==> config.mk <==
export PLATFORM = sky130hd
export DESIGN_NAME = adc_spi_reader
export DESIGN_NICKNAME = d
export VERILOG_FILES = /design/src/rtl/adc_pkg.sv /design/src/rtl/adc_spi_reader_sclk_gen.sv /design/src/rtl/adc_spi_reader.sv
export SDC_FILE = /design/constraint.sdc
export NUM_CORES = 1
export LEC_CHECK = 0
export BUFFER_PORTS_ARGS = -buffer_cell sky130_fd_sc_hd__buf_4
export CORE_ASPECT_RATIO = 1.2
export CORE_UTILIZATION = 41
export CTS_CLUSTER_SIZE = 28
export DETAILED_ROUTE_END_ITERATION = 12
export PLACE_DENSITY = 0.6
export SYNTH_ARGS = -nofsm -noshare
export SYNTH_HDL_FRONTEND = slang
export SYNTH_SLANG_ARGS = --single-unit
==> constraint.sdc <==
create_clock -name clk -period 1.6 [get_ports clk]
set_input_delay 0.08 -clock clk [delete_from_list [all_inputs] [get_ports clk]]
set_output_delay 0.08 -clock clk [all_outputs]
set_load 0.05 [all_outputs]
==> src/rtl/adc_pkg.sv <==
// Shared types and constants for the serial ADC reader.
package adc_pkg;

    localparam int DATA_W_DEF  = 8;
    localparam int MIN_CLK_DIV = 4;
    localparam int AVG_DEPTH   = 4;

    typedef enum logic [2:0] {
        IDLE,
        SETUP,
        NULLBIT,
        SHIFT,
        DONE
    } adcState_e;

endpackage

==> src/rtl/adc_spi_reader_sclk_gen.sv <==
// Serial clock generator: toggles sclk every CLK_DIV enabled cycles and
// flags the cycle before each edge so the caller can act on that edge.
module adc_sclk_gen #(
    parameter int CLK_DIV = 8
) (
    input  logic clk,
    input  logic reset,
    input  logic en_i,
    output logic sclk_o,
    output logic rise_o,
    output logic fall_o
);

    localparam int CW = $clog2(CLK_DIV);

    logic [CW-1:0] cnt_q;
    logic          sclk_q;
    logic          lastCycle;

    assign lastCycle = (cnt_q == CW'(CLK_DIV - 1));

    // Dropping enable parks sclk low with a fresh half-period ahead.
    always_ff @(posedge clk or negedge reset) begin
        if (!reset) begin
            cnt_q  <= '0;
            sclk_q <= 1'b0;
        end else if (!en_i) begin
            cnt_q  <= '0;
            sclk_q <= 1'b0;
        end else if (lastCycle) begin
            cnt_q  <= '0;
            sclk_q <= ~sclk_q;
        end else begin
            cnt_q <= cnt_q + 1'b1;
        end
    end

    assign sclk_o = sclk_q;
    assign rise_o = en_i & lastCycle & ~sclk_q;
    assign fall_o = en_i & lastCycle & sclk_q;

endmodule

==> src/rtl/adc_spi_reader.sv <==
// ADC0831-style serial reader: null bit then MSB-first data, parallel result out.
// Define ADC_AVG4_EN to present the mean of the last four conversions instead.
module adc_spi_reader
    import adc_pkg::*;
#(
    parameter int CLK_DIV   = 8,
    parameter int CONV_WAIT = 4,
    parameter int DATA_W    = DATA_W_DEF
) (
    input  logic              clk,
    input  logic              reset,
    input  logic              req,
    input  logic              adc_miso,
    output logic              adc_cs_n,
    output logic              adc_sclk,
    output logic [DATA_W-1:0] sample,
    output logic              sample_valid,
    output logic              busy
);

    localparam int WW = $clog2(CONV_WAIT + 1);
    localparam int BW = $clog2(DATA_W + 1);

    if (CLK_DIV < MIN_CLK_DIV) begin : gClkDivCheck
        $error("adc_spi_reader: CLK_DIV must be at least %0d", MIN_CLK_DIV);
    end

    adcState_e         state_q;
    logic              misoMeta_q;
    logic              misoSync_q;
    logic              reqPrev_q;
    logic [WW-1:0]     waitCnt_q;
    logic [BW-1:0]     bitCnt_q;
    logic [DATA_W-1:0] shift_q;
    logic [DATA_W-1:0] sample_q;
    logic              csN_q;
    logic              busy_q;
    logic              valid_q;
    logic [DATA_W-1:0] result;
    logic              sclkEn;
    logic              sclkRise;
    logic              sclkFall;

    assign sclkEn = (state_q == NULLBIT) || (state_q == SHIFT);

    adc_sclk_gen #(
        .CLK_DIV(CLK_DIV)
    ) uSclkGen (
        .clk   (clk),
        .reset (reset),
        .en_i  (sclkEn),
        .sclk_o(adc_sclk),
        .rise_o(sclkRise),
        .fall_o(sclkFall)
    );

    always_ff @(posedge clk or negedge reset) begin
        if (!reset) begin
            misoMeta_q <= 1'b0;
            misoSync_q <= 1'b0;
        end else begin
            misoMeta_q <= adc_miso;
            misoSync_q <= misoMeta_q;
        end
    end

    // reqPrev_q resets high so a request already asserted at reset release
    // has to drop and rise again before it starts a conversion.
    always_ff @(posedge clk or negedge reset) begin
        if (!reset) begin
            state_q   <= IDLE;
            reqPrev_q <= 1'b1;
            waitCnt_q <= '0;
            bitCnt_q  <= '0;
            shift_q   <= '0;
            sample_q  <= '0;
            csN_q     <= 1'b1;
            busy_q    <= 1'b0;
            valid_q   <= 1'b0;
        end else begin
            reqPrev_q <= req;
            valid_q   <= 1'b0;
            case (state_q)
                IDLE: begin
                    if (req && !reqPrev_q) begin
                        state_q   <= SETUP;
                        csN_q     <= 1'b0;
                        busy_q    <= 1'b1;
                        waitCnt_q <= '0;
                    end
                end
                SETUP: begin
                    if (waitCnt_q == WW'(CONV_WAIT - 1)) begin
                        state_q <= NULLBIT;
                    end else begin
                        waitCnt_q <= waitCnt_q + 1'b1;
                    end
                end
                NULLBIT: begin
                    if (sclkFall) begin
                        state_q  <= SHIFT;
                        bitCnt_q <= '0;
                    end
                end
                SHIFT: begin
                    // bitCnt_q counts sclk periods begun; the last one ends the transfer.
                    if (sclkRise) begin
                        bitCnt_q <= bitCnt_q + 1'b1;
                    end
                    if (sclkFall) begin
                        shift_q <= {shift_q[DATA_W-2:0], misoSync_q};
                        if (bitCnt_q == BW'(DATA_W)) begin
                            state_q <= DONE;
                            csN_q   <= 1'b1;
                        end
                    end
                end
                DONE: begin
                    sample_q <= result;
                    valid_q  <= 1'b1;
                    busy_q   <= 1'b0;
                    state_q  <= IDLE;
                end
                default: state_q <= IDLE;
            endcase
        end
    end

`ifdef ADC_AVG4_EN
    logic [DATA_W-1:0] hist_q [AVG_DEPTH-1];
    logic [DATA_W+1:0] sum_d;

    always_comb begin
        sum_d = {2'b00, shift_q};
        for (int i = 0; i < AVG_DEPTH - 1; i++) begin
            sum_d = sum_d + {2'b00, hist_q[i]};
        end
    end

    assign result = DATA_W'(sum_d >> $clog2(AVG_DEPTH));

    always_ff @(posedge clk or negedge reset) begin
        if (!reset) begin
            for (int i = 0; i < AVG_DEPTH - 1; i++) begin
                hist_q[i] <= '0;
            end
        end else if (state_q == DONE) begin
            hist_q[0] <= shift_q;
            for (int i = 1; i < AVG_DEPTH - 1; i++) begin
                hist_q[i] <= hist_q[i-1];
            end
        end
    end
`else
    assign result = shift_q;
`endif

    assign adc_cs_n     = csN_q;
    assign sample       = sample_q;
    assign sample_valid = valid_q;
    assign busy         = busy_q;

endmodule

==> results.yml <==
detailed_routing:
  antenna_left: 0
  vias: 1057
  drt_first_pass_iters: 3
  first_iter_violations: 19
  post_drt_via_cell_ratio: 5.01
  detail_route.wl_per_cell_um: 13.7
  routed_wl_um: 2900
  drt_drc_violations_left: 0
logic_synthesis:
  postSynth.topFlopCell: "sky130_fd_sc_hd__dfrtp_1"
  synthesized_area_sq_um: 1560
  number_of_register_bits_inferred_by_synthesis: 36
  async_flop_share_pct: 100
  seq_area_frac_synth_pct: 57.9
  post_synth_inst_count: 127
  synthTopCellsByArea: "sky130_fd_sc_hd__dfrtp_1 55%, sky130_fd_sc_hd__mux2_2 12%, sky130_fd_sc_hd__ha_1 4.8%, sky130_fd_sc_hd__dfstp_2 3.4%, sky130_fd_sc_hd__inv_1 2.4%"
  synth-edff-count: 0
  synth_cell_types: 34
  synthDominantCellAreaShare_pct: 54.6
  yosysWarnings: 0
  yosysTopAreaCell: "sky130_fd_sc_hd__dfrtp_1"
  syn-num-nets: 137
  synth_area_per_cell_sq_um: 12.3
placement:
  number_of_input_and_output_port_buffers_inserted: 15
  detailed_place_hpwl_um: 2010
  worst_slack_after_detailed_placement_ns: -0.0924
  finalWeightedCongestion: 0.732
  cell_area_placed_sq_um: 1820
  placed_cells: 195
cells_and_area:
  finalNetCount: 168
  layout.filler_cells: 319
  syn_to_final_growth_pct: 31.1
  layout.cells.non_filler: 211
  drive_above_1_share_pct: 39.6
  finalInstanceArea_sq_um: 2040
  antennaDiodeCount: 0
  layout.core_utilization_pct: 56.2
clock_tree:
  clock_tree.root_cell: "sky130_fd_sc_hd__clkbuf_8"
  cts_sinks: 36
  clkLatencyLatePin_ns: 0.28
  cts_buffer_depth: 2
  cts.clk_slew.worst_paths_ns: 0.07
  ctsHtreeMaxLevel: 2
  tritoncts: "yes"
  cts_inserted_buffers: 5
power_and_ir_drop:
  power_density_nw_per_um2: 848
  vdd_drop_max_uv: 472
  power_leakage_nw: 0.960
  post-layout-total-power_mw: 1.73
setup_path:
  worstSetupEndpointType: "flop"
  worstPathMaxFanout: 6
  worst_setup_path_start_kind: "flop"
  reg2reg_setup_slack_ns: -0.03
  reg2reg_to: "waitCnt_q[0]$_DFFE_PN0P_"
  worst_r2r_path_depth: 5
  worstSetupPathType: "flop to flop"
  rr_startpoint: "waitCnt_q[1]$_DFFE_PN0P_"
  crit_arrival_ns: 1.84
  timing.critical_path.required_ns: 1.81
job:
  cap_viol_max_count: 0
hold_path:
  timing.hold.worst.class: "primary input to asynchronous set/reset pin"
sta:
  timing.final.max_slew_violations: 0
  transition_at_the_pin_with_the_smallest_max_transition_slack_ns: 0.510
  grt_setup_unrepaired: "true"
  max_slew_margin_pct: 66.0
  setup_viol: 1
  period_utilisation_layout_pct: 102
  hold_viol_final: 0
  finalClockSkew_ns: 0.00282
  period_minus_slack_ns: 1.63
  achievable-frequency_ghz: 0.613
  post-route-worst-setup-slack_ns: -0.0315
global_routing:
  globalRoute.totalOverflow: 0
  first_global_vias: 1118
  groute.usage.overall_pct: 16.7
  grt_start_max_net_pins: 37
  grt_antenna_before_repair: 0
  grt_first_pass_wirelength_um: 5070
floorplan:
  area_of_the_die_sq_um: 4050
  num_io_pins: 16
  design.core.area_sq_um: 3630
  std_cell_rows: 24
  die_height_um: 69.6
  die_x_um: 58.3
  initial_core_util_pct: 42.9
outcome:
  run_status: "finished with violations"
  violated_checks: "negative setup slack"
==> how the worst max path moves through the flow <==
stage,from,depth (start not counted),endpoint
floorplan,uSclkGen.cnt_q[0]$_DFF_PN0_,6,result[0]$_DFFE_PN0P_
global placement,waitCnt_q[1]$_DFFE_PN0P_,5,waitCnt_q[0]$_DFFE_PN0P_
detailed placement,waitCnt_q[1]$_DFFE_PN0P_,5,waitCnt_q[0]$_DFFE_PN0P_
CTS,waitCnt_q[1]$_DFFE_PN0P_,5,waitCnt_q[0]$_DFFE_PN0P_
global route,waitCnt_q[1]$_DFFE_PN0P_,5,waitCnt_q[0]$_DFFE_PN0P_
finish,waitCnt_q[1]$_DFFE_PN0P_,5,waitCnt_q[0]$_DFFE_PN0P_
==> synthesized netlist by cell type (2+ instances only) <==
master / count
sky130_fd_sc_hd__nor2_1: 4
sky130_fd_sc_hd__nand2_1: 5
sky130_fd_sc_hd__mux2_2: 16
sky130_fd_sc_hd__buf_2: 4
sky130_fd_sc_hd__o22ai_1: 3
sky130_fd_sc_hd__o21ai_0: 5
sky130_fd_sc_hd__ha_1: 6
sky130_fd_sc_hd__nor3_1: 4
sky130_fd_sc_hd__nand3_1: 4
sky130_fd_sc_hd__nor3b_1: 2
sky130_fd_sc_hd__a21oi_1: 2
sky130_fd_sc_hd__dfrtp_1: 34
sky130_fd_sc_hd__nand4b_1: 2
sky130_fd_sc_hd__nand2b_1: 4
sky130_fd_sc_hd__o311ai_0: 2
sky130_fd_sc_hd__clkbuf_1: 2
sky130_fd_sc_hd__dfstp_2: 2
sky130_fd_sc_hd__inv_1: 10
==> metal layers <==
metal  track usage, %  vias to the layer above  share of wire [%]
met5                0                        -                  0
met4             7.14                        0                1.9
met3             5.04                        7                3.1
met2             27.8                       16                 52
met1             19.7                      526                 43
li1                 -                      508                  -
==> state kept, by name, indices dropped and copies added, names as in the netlist <==
register         count
result               8
waitCnt_q            3
misoSync_q           1
busy                 1
uSclkGen.cnt_q       3
misoMeta_q           1
bitCnt_q             4
sample_valid         1
adc_cs_n             1
uSclkGen.sclk_o      1
state_q              3
reqPrev_q            1
sample               8
==> logic make-up after synthesis <==
family | after synthesis | share of synthesized area [%]
DFF | 36 | 57.9
muxes | 16 | 11.6
AOI/OAI and AO/OA | 19 | 8.11
buffers and inverters | 17 | 4.90
xor gates and xnor gates | 1 | 0.562
and+or+nand+nor | 32 | 12.1
adders and majority gates | 6 | 4.82
==> per-stage QoR <==
stage	hold WS [ns]	TNS (ns)
6_report	0.282	-0.0315
5_1_grt	0.326	-0.502
4_1_cts	0.300	-0.0398
3_5_place_dp	0.0607	-0.135
3_3_place_gp	0.0593	-0.0217
2_1_floorplan	-0.216	-0.173
==> report_power, final <==
group | switching [mW] | leakage (nW) | internal [mW]
Combinational | 0.0307 | 0.454 | 0.0170
Clock | 0.299 | 0.0552 | 0.462
Sequential | 0.00343 | 0.451 | 0.920
Total | 0.333 | 0.960 | 1.40
==> area by class of cell <==
cell class / count / area, sq um / share of cell area, %
clock inverter: 2 / 35.0 / 1.71
sequential: 36 / 903 / 44.2
multi-input combinational: 74 / 686 / 33.6
tap: 52 / 65.1 / 3.18
clock buffer: 6 / 72.6 / 3.55
timing repair buffer: 31 / 244 / 11.9
inverter: 10 / 37.5 / 1.84
==> worst max-delay path: stages, from the launching register on <==
cell and delay (ns):
sky130_fd_sc_hd__dfrtp_1 0.41, sky130_fd_sc_hd__ha_4 0.18, sky130_fd_sc_hd__ha_4 0.15, sky130_fd_sc_hd__or4b_4 0.52
sky130_fd_sc_hd__or2_0 0.23, sky130_fd_sc_hd__o21ai_1 0.07
==> what timing repair did <==
item	CTS	global route
buffers inserted	1	4
setup endpoints to repair	12	15
pin swaps	2	4
endpoints found under the hold margin	36	0
resized for setup	3	7
hold buffers	3	0
==> layout by cell type (no fill, tap or decap), types with 2 or more instances in the layout <==
cell type and n:
sky130_fd_sc_hd__nor3b_1 2, sky130_fd_sc_hd__buf_4 27, sky130_fd_sc_hd__clkbuf_8 5, sky130_fd_sc_hd__nor3_1 3, sky130_fd_sc_hd__mux2_4 8, sky130_fd_sc_hd__dfrtp_1 34
sky130_fd_sc_hd__ha_4 3, sky130_fd_sc_hd__nand3_1 4, sky130_fd_sc_hd__inv_1 10, sky130_fd_sc_hd__o21ai_1 2, sky130_fd_sc_hd__ha_1 2, sky130_fd_sc_hd__o22ai_1 3
sky130_fd_sc_hd__nand4b_1 2, sky130_fd_sc_hd__nand2b_1 4, sky130_fd_sc_hd__o21ai_0 3, sky130_fd_sc_hd__o311ai_0 2, sky130_fd_sc_hd__dlygate4sd3_1 3, sky130_fd_sc_hd__nor2_1 4
sky130_fd_sc_hd__dfstp_2 2, sky130_fd_sc_hd__nand2_1 4, sky130_fd_sc_hd__mux2_2 8
(Power assumes the default switching activity.)
